### src/rtl/bit_rate_scheduler.sv
// bit_rate_scheduler: shares one bit-rate measurement engine round-robin
// across NUM_CH stream channels. Each window of win_ticks cycles is followed
// by a result. The result is delivered over a valid/ready handshake.
// Optional build macro BIT_RATE_SCHED_PEAK_EN adds the per-channel peak output
// res_peak_o.
//
// state   | meaning
// --------+---------------------------------------------------------------
// IDLE    | waiting for a legal start; config is latched on start
// SELECT  | picks the channel for the next window, clears the counters
// MEASURE | counts beats on ch_sel_o for win ticks
// REPORT  | holds the result until it is accepted
module bit_rate_scheduler #(
  parameter int NUM_CH     = 4,
  parameter int DATA_WIDTH = 32,
  parameter int WIN_WIDTH  = 32,
  parameter int RES_WIDTH  = 32
) (
  input  logic                      clk_i,
  input  logic                      s_rst_i,
  input  logic                      start_i,
  input  logic                      stop_i,
  input  logic                      continuous_i,
  input  logic [WIN_WIDTH-1:0]      win_ticks_i,
  input  logic [NUM_CH-1:0]         ch_en_i,
  input  logic [NUM_CH-1:0]         data_valid_i,
  output logic                      busy_o,
  output logic [$clog2(NUM_CH)-1:0] ch_sel_o,
  output logic                      res_valid_o,
  input  logic                      res_ready_i,
  output logic [$clog2(NUM_CH)-1:0] res_ch_o,
  output logic [RES_WIDTH-1:0]      res_bits_o,
  output logic                      res_ovf_o,
`ifdef BIT_RATE_SCHED_PEAK_EN
  output logic [RES_WIDTH-1:0]      res_peak_o,
`endif
  output logic                      err_o
);

  localparam int CH_W  = $clog2(NUM_CH);
  localparam int SHIFT = $clog2(DATA_WIDTH);
  localparam int EXT_W = RES_WIDTH + SHIFT;

  typedef enum logic [1:0] {S_IDLE, S_SELECT, S_MEASURE, S_REPORT} state_t;

  state_t                state_q, state_d;
  logic [CH_W-1:0]       ch_sel_q, ch_sel_d;
  logic [CH_W-1:0]       res_ch_q, res_ch_d;
  logic [RES_WIDTH-1:0]  res_bits_q, res_bits_d;
  logic                  res_ovf_q, res_ovf_d;
  logic                  err_q, err_d;
  logic                  stop_pend_q, stop_pend_d;
  logic                  cont_q, cont_d;
  logic                  wrap_q, wrap_d;
  logic [WIN_WIDTH-1:0]  win_q, win_d;
  logic [NUM_CH-1:0]     ch_en_q, ch_en_d;
  logic [WIN_WIDTH-1:0]  tick_q, tick_d;
  logic [RES_WIDTH-1:0]  beat_q, beat_d;
  logic                  sat_q, sat_d;

  logic                  start_ok, win_end;
  logic                  beat_inc;
  logic [RES_WIDTH-1:0]  beat_next;
  logic                  sat_next;
  logic [EXT_W-1:0]      shifted;
  logic [RES_WIDTH-1:0]  res_bits_calc;
  logic                  res_ovf_calc;
  logic [CH_W-1:0]       lowest_ch, higher_ch;
  logic                  higher_found, lowest_found;

  assign start_ok = (state_q == S_IDLE) && start_i && !stop_i &&
                    (win_ticks_i != '0) && (ch_en_i != '0);
  assign win_end  = (state_q == S_MEASURE) && !stop_i && (tick_q == win_q - 1'b1);

  // Channel search: lowest enabled, and the next enabled above the last reported.
  always_comb begin
    lowest_ch    = '0;
    higher_ch    = '0;
    lowest_found = 1'b0;
    higher_found = 1'b0;
    for (int i = 0; i < NUM_CH; i++) begin
      if (ch_en_q[i] && !lowest_found) begin
        lowest_ch    = CH_W'(i);
        lowest_found = 1'b1;
      end
      if (ch_en_q[i] && !higher_found && (i > int'(res_ch_q))) begin
        higher_ch    = CH_W'(i);
        higher_found = 1'b1;
      end
    end
  end

  // Beat counting with saturation and result scaling/overflow detection.
  always_comb begin
    beat_inc      = (state_q == S_MEASURE) && data_valid_i[ch_sel_q];
    beat_next     = (beat_inc && !(&beat_q)) ? beat_q + 1'b1 : beat_q;
    sat_next      = sat_q | (beat_inc & (&beat_q));
    shifted       = EXT_W'(beat_next) << SHIFT;
    res_ovf_calc  = sat_next | ((shifted >> RES_WIDTH) != '0);
    res_bits_calc = res_ovf_calc ? '1 : shifted[RES_WIDTH-1:0];
  end

  // Next-state and datapath update for the sequencing FSM.
  always_comb begin
    state_d     = state_q;
    ch_sel_d    = ch_sel_q;
    res_ch_d    = res_ch_q;
    res_bits_d  = res_bits_q;
    res_ovf_d   = res_ovf_q;
    err_d       = 1'b0;
    stop_pend_d = stop_pend_q;
    cont_d      = cont_q;
    wrap_d      = wrap_q;
    win_d       = win_q;
    ch_en_d     = ch_en_q;
    tick_d      = tick_q;
    beat_d      = beat_q;
    sat_d       = sat_q;
    case (state_q)
      S_IDLE: begin
        stop_pend_d = 1'b0;
        if (start_ok) begin
          win_d   = win_ticks_i;
          ch_en_d = ch_en_i;
          cont_d  = continuous_i;
          wrap_d  = 1'b1;
          state_d = S_SELECT;
        end else if (start_i && !stop_i) begin
          err_d = 1'b1;
        end
      end
      S_SELECT: begin
        if (stop_i) begin
          state_d = S_IDLE;
        end else begin
          ch_sel_d = wrap_q ? lowest_ch : higher_ch;
          wrap_d   = 1'b0;
          tick_d   = '0;
          beat_d   = '0;
          sat_d    = 1'b0;
          state_d  = S_MEASURE;
        end
      end
      S_MEASURE: begin
        if (stop_i) begin
          state_d = S_IDLE;
        end else begin
          beat_d = beat_next;
          sat_d  = sat_next;
          tick_d = tick_q + 1'b1;
          if (win_end) begin
            res_bits_d = res_bits_calc;
            res_ovf_d  = res_ovf_calc;
            res_ch_d   = ch_sel_q;
            state_d    = S_REPORT;
          end
        end
      end
      S_REPORT: begin
        if (stop_i) stop_pend_d = 1'b1;
        if (res_ready_i) begin
          if (stop_pend_q || stop_i) begin
            stop_pend_d = 1'b0;
            state_d     = S_IDLE;
          end else if (!higher_found) begin
            wrap_d  = cont_q;
            state_d = cont_q ? S_SELECT : S_IDLE;
          end else begin
            state_d = S_SELECT;
          end
        end
      end
      default: state_d = S_IDLE;
    endcase
  end

  // State and datapath registers.
  always_ff @(posedge clk_i) begin
    if (s_rst_i) begin
      state_q     <= S_IDLE;
      ch_sel_q    <= '0;
      res_ch_q    <= '0;
      res_bits_q  <= '0;
      res_ovf_q   <= 1'b0;
      err_q       <= 1'b0;
      stop_pend_q <= 1'b0;
      cont_q      <= 1'b0;
      wrap_q      <= 1'b0;
      win_q       <= '0;
      ch_en_q     <= '0;
      tick_q      <= '0;
      beat_q      <= '0;
      sat_q       <= 1'b0;
    end else begin
      state_q     <= state_d;
      ch_sel_q    <= ch_sel_d;
      res_ch_q    <= res_ch_d;
      res_bits_q  <= res_bits_d;
      res_ovf_q   <= res_ovf_d;
      err_q       <= err_d;
      stop_pend_q <= stop_pend_d;
      cont_q      <= cont_d;
      wrap_q      <= wrap_d;
      win_q       <= win_d;
      ch_en_q     <= ch_en_d;
      tick_q      <= tick_d;
      beat_q      <= beat_d;
      sat_q       <= sat_d;
    end
  end

`ifdef BIT_RATE_SCHED_PEAK_EN
  logic [RES_WIDTH-1:0] peak_q [NUM_CH];
  logic [RES_WIDTH-1:0] peak_d [NUM_CH];

  // Peak tracking: cleared on accepted start, updated with each new result.
  always_comb begin
    peak_d = peak_q;
    if (start_ok) begin
      for (int i = 0; i < NUM_CH; i++) peak_d[i] = '0;
    end else if (win_end && (res_bits_calc > peak_q[ch_sel_q])) begin
      peak_d[ch_sel_q] = res_bits_calc;
    end
  end

  // Peak registers.
  always_ff @(posedge clk_i) begin
    if (s_rst_i) begin
      for (int i = 0; i < NUM_CH; i++) peak_q[i] <= '0;
    end else begin
      peak_q <= peak_d;
    end
  end

  assign res_peak_o = peak_q[res_ch_q];
`endif

  assign busy_o      = (state_q != S_IDLE);
  assign res_valid_o = (state_q == S_REPORT);
  assign ch_sel_o    = ch_sel_q;
  assign res_ch_o    = res_ch_q;
  assign res_bits_o  = res_bits_q;
  assign res_ovf_o   = res_ovf_q;
  assign err_o       = err_q;

endmodule

### config.mk
export PLATFORM = sky130hd
export DESIGN_NAME = bit_rate_scheduler
export DESIGN_NICKNAME = d
export VERILOG_FILES = /design/src/rtl/bit_rate_scheduler.sv
export SDC_FILE = /design/constraint.sdc
export NUM_CORES = 1
export LEC_CHECK = 0
export CORE_MARGIN = 8
export CORE_UTILIZATION = 57
export DETAILED_ROUTE_END_ITERATION = 8
export PLACE_DENSITY = 0.91
export SETUP_SLACK_MARGIN = 0.2
export SYNTH_ARGS = -nofsm -noshare
export SYNTH_HDL_FRONTEND = slang
export SYNTH_SLANG_ARGS = --single-unit
### constraint.sdc
create_clock -name clk_i -period 3.7 [get_ports clk_i]
set_input_delay 0.37 -clock clk_i [delete_from_list [all_inputs] [get_ports clk_i]]
set_output_delay 0.37 -clock clk_i [all_outputs]
set_load 0.005 [all_outputs]
# == Word level (Yosys, flattened, before mapping) ==
# Cells that the tools add are included.
# word_totals
reg_bits,144
in_bits,46
# op_classes
addsub,3
n_lt_le_gt_ge,4
eq_ne,11
muxes,44
bitwise_logic,5
reduce_logical,41
# op_table
op,n
2-to-1 mux 32 bit,5
one-hot mux 32 bit (2 select lines),2
adder 32 x 1 -> 32 bit (second input constant),2
nonzero test 37 bit,1
equality test 32 bit,1
AND reduction 32 bit,1
nonzero test 32 bit,1
subtractor 32 x 1 -> 32 bit (second input constant),1
2-to-1 mux 1 bit,22
2-to-1 mux 2 bit,10
logical AND 1 bit,17
!= test 2 bit (second input constant),5
AND reduction 3 bit,3
one-hot mux 2 bit (4 select lines),1
zero test 1 bit,7
AND reduction 6 bit,1
nonzero test 2 bit,3
equality test 2 bit (second input constant),2
greater-than comparator 2 bit (first input constant),2
one-hot mux 1 bit (2 select lines),2
AND reduction 2 bit,2
nonzero test 4 bit,1
less-than comparator 2 x 3 -> 1 bit (second input constant),1
!= test 3 bit (second input constant),1
12 further kinds,14

# == Depth between registers and ports, before layout ==
# depth
word_depth,15
ltp_mapped,13

# == Worst setup path before layout ==
# No wires, ideal clock.
# synth_timing
kind,reg2reg
startpoint,register win_q[14]
endpoint,register res_bits_q[10] (netlist: res_bits_o[10])
setup_ns,0.122
arrival_ns,3.111
t_required_ns,3.578
setup_slack_ns,0.467
stages_incl_launch_ff,11
n_path_buf,1
synth_period_minus_slack_ns,3.233
path_cell_list,dfxtp_1 or4_4 or3_4 nor4_4 a21boi_1 nor4_1 nand4_1 a2111oi_2 nor4b_4 buf_2 a21oi_1
# synth_between
elab_chain_len,4
# synth_lines
element,line_no,rtl
"start, declared",55,"logic [WIN_WIDTH-1:0] win_q, win_d;"
"start signal, assigned",204,win_q <= win_d;
subtractor 32 x 1 -> 32 bit,73,assign win_end = (state_q == S_MEASURE) && !stop_i && (tick_q == win_q - 1'b1);
equality test 32 bit,73,
logical AND 1 bit,73,
AND reduction 3 bit (no source line),-,
"end signal, assigned",198,res_bits_q <= res_bits_d;
"end, declared",49,"logic [RES_WIDTH-1:0] res_bits_q, res_bits_d;"
# No other way between the ends.
# A chain may end at the register's enable or synchronous reset.

# == Worst setup path after layout ==
# layout_timing
startpoint,register win_q[14]
endpoint,register res_ch_q[1] (netlist: res_ch_o[1])
# layout_between
elab_chain_len,4
# layout_lines
element,line_no,rtl
subtractor 32 x 1 -> 32 bit,73,
equality test 32 bit,73,
logical AND 1 bit,73,
AND reduction 3 bit (no source line),-,
"end signal, assigned",197,res_ch_q <= res_ch_d;
"end, declared",48,"logic [CH_W-1:0] res_ch_q, res_ch_d;"
# No other way between the ends.

==> out/metrics.cfg <==
[status]
status=finished clean

[worst_hold_path]
hold-path-cell-count=2
hold_end=tick_q[31]
hp-class=flop to flop
hp-start=tick_q[31]

[placed_design]
portBuffers=85
preCtsSetupSlack_ns=0.186
place.gp.congestion=0.933
place_inst=1185
dp_hpwl_um=14000

[pwr]
p_per_area_nw_per_um2=411
leakagePower_nw=3.62
peakVddDrop_uv=305
power.total_mw=3.92

[synthesis]
synth_edf_count=0
ys_seq_area_share_pct=35.8
synth_seq_cells=139
ys_types=62
syn_avg_cell_area_sq_um=8.04
yosys_warnings=0
syn_nets=1022
syn-instance-count=968
async_flop_share_pct=0
syn_area_sq_um=7780
ys.flop_type=dfxtp_1

[floorplan]
core_sq_um=13300
initial_core_util_pct=58.5
die_w_um=133
die-area_sq_um=17600
rows=42
dieHeight_um=133
io_pins=86

[cts]
cts_sinks=139
clk_pin_slew_ns=0.06
tritoncts.num_buffers=17
cts_tree=done
insertion_delay_ns=0.42
cts_root_buf=clkbuf_16
clockBufferDepth=2
htreeDepth=4

[sta]
fin_tns_setup_ns=0
clock.fmax_mhz=285
worst_slack_ns=0.187
worstMarginPinSlew_ns=0.826
period_share_pct=94.9
rsz0062_at_grt=false
slew_viol_final=0
hold_viol=0
post-route-min-period_ns=3.51
maxSlewHeadroom_pct=44.5
finClkSkew_ns=0.00461
setup-violations-final=0

[setup_path]
critPathLaunchType=flop
r2r_slack_ns=0.19
critPathRequiredTime_ns=3.98
arrival_ns=3.79
r2r-end=res_ch_o[1]
worstReg2RegStart=win_q[14]
crit_path_end_kind=flop
critPathMaxFanout=6
reg2reg_depth=11
worstSetupPathType=flop to flop

[grt]
grt_max_degree=80
grt_antenna_before_repair=0
grt_pass1_vias=7156
gr-total-overflow=0
grt.total_usage_pct=22.5
grt_pass1_wl_um=33500

[detailed_routing]
vias=7452
detail-route-antenna-nets=0
avgViaCountPerCell=6.11
first_iter_violations=598
drt_first_pass_iters=5
drt-wirelength-per-cell_um=17.2
finalWirelength_um=20900
drc=0

[run]
maxCapViolations=0

[layout]
syn2layout_area_growth_pct=22.5
final_cells=1219
drive_gt1_share_pct=9.11
nNetsFinal=1089
antenna_cells=0

-- kinds of logic after synthesis --
family | share of synthesized area [%]
AO/OA/AOI/OAI | 16.3
XOR/XNOR | 8.78
adder cells (fa/ha/maj) | 1.29
buffers and inverters | 4.07
flip-flops | 35.8
multiplexers | 6.95
AND/OR/NAND/NOR | 26.9
-- worst max path at each step --
stage | from | to | slack, ns | cells past startpoint
final | win_q[14] | res_ch_o[1] | 0.19 | 11
after global routing | win_q[14] | res_ch_o[1] | 0.11 | 11
after detailed placement | win_q[0] | res_bits_o[25] | 0.19 | 12
after CTS | win_q[14] | res_bits_o[25] | 0.21 | 10
after global placement | win_q[0] | res_bits_o[15] | 0.30 | 12
after floorplan | win_q[14] | res_bits_o[10] | 0.47 | 10
-- critical path, stage by stage (launching register included) --
cell and delay [ns]:
dfxtp_1 0.36, or4_4 0.59, or4_4 0.47, or3_1 0.33, o31ai_1 0.33, nor4b_1 0.32, nand4b_1 0.22, nor3_4 0.24
buf_12 0.16, buf_4 0.11, mux2i_1 0.20, nor2_1 0.06
-- metrics by stage --
step / hold slack (ns) / util (%) / cell area [sq um]
after global routing: 0.506 / 71.7 / 9530
after CTS: 0.479 / 70.3 / 9340
after global placement: 0.443 / 65.9 / 8770
after floorplan: 0.432 / - / 7780
final: 0.485 / 71.7 / 9530
after detailed placement: 0.471 / 65.9 / 8770
-- cell usage after synthesis, drive strengths merged, types with 4 or more instances --
library cell,n,area [sq um]
a211oi,8,60.1
a21o,6,45.0
a21oi,90,450
a22oi,8,60.1
a311oi,5,43.8
a31oi,10,62.6
and2,6,37.5
and3,7,43.8
and4,4,35.0
buf,14,80.1
clkbuf,47,176
dfxtp,139,2780
ha,8,100
inv,16,60.1
mux2,6,67.6
mux2i,45,450
nand2,68,255
nand2b,7,43.8
nand3,34,170
nand4,28,175
nor2,118,443
nor2b,10,62.6
nor3,33,170
nor3b,4,30.0
nor4,27,184
nor4b,4,50.1
o21ai,36,180
o21bai,28,210
or2,11,68.8
or3,22,143
or4,11,86.3
xnor2,43,377
xor2,35,307
-- sequential cells by signal, indices dropped and copies added (netlist names), 2 cells and up --
register,cells
beat_q,32
tick_q,32
win_q,32
res_bits_o,28
ch_en_q,4
ch_sel_o,2
res_ch_o,2
state_q,2
-- routing by layer --
metal | track usage (%) | up-vias | share of wire (%)
li1 | - | 3599 | -
met1 | 26.2 | 3526 | 43
met2 | 37.7 | 265 | 48
met3 | 5.49 | 62 | 5.7
met4 | 11.2 | 0 | 3.2
met5 | 0 | - | 0
-- area by class of cell --
class	count	area [sq um]
multi-input cells	752	4800
fillers	1008	3760
flip-flops and latches	139	2780
repair buffers	109	1100
clock buffers	25	505
well taps	176	220
clock inverters	2	60.1
inverters	16	60.1
-- layout by cell type, fill, tap and decap left out, drive strengths merged, types with 5 or more instances in the layout --
cell type      netlist  final
dfxtp              139    139
nor2               118    118
a21oi               90     90
clkdlybuf4s50        0     84
nand2               68     68
mux2i               45     45
xnor2               43     43
o21ai               36     36
xor2                35     35
nand3               34     34
nor3                33     33
nand4               28     28
o21bai              28     28
nor4                27     27
clkbuf              47     27
buf                 14     23
or3                 22     22
inv                 16     16
or2                 11     11
or4                 11     11
a31oi               10     10
nor2b               10     10
a211oi               8      8
a22oi                8      8
ha                   8      8
nand2b               7      7
and3                 7      7
and2                 6      6
a21o                 6      6
mux2                 6      6
a311oi               5      5
-- where the power goes --
| group | total [mW] | leakage (nW) | switching (mW) | internal (mW) |
|---|---|---|---|---|
| sequential | 1.59 | 1.12 | 0.0538 | 1.53 |
| combinational | 0.677 | 2.22 | 0.363 | 0.314 |
| clock | 1.65 | 0.277 | 0.589 | 1.06 |
| total | 3.92 | 3.62 | 1.01 | 2.91 |
-- repair_timing --
action / CTS / global route
gates cloned: 0 / 2
gates resized for setup: 2 / 18
endpoints found under the setup margin: 26 / 32
buffers inserted: 0 / 5
hold buffers: 0 / 0
pin swaps: 0 / 7
Power figures use the tool's default switching activity.
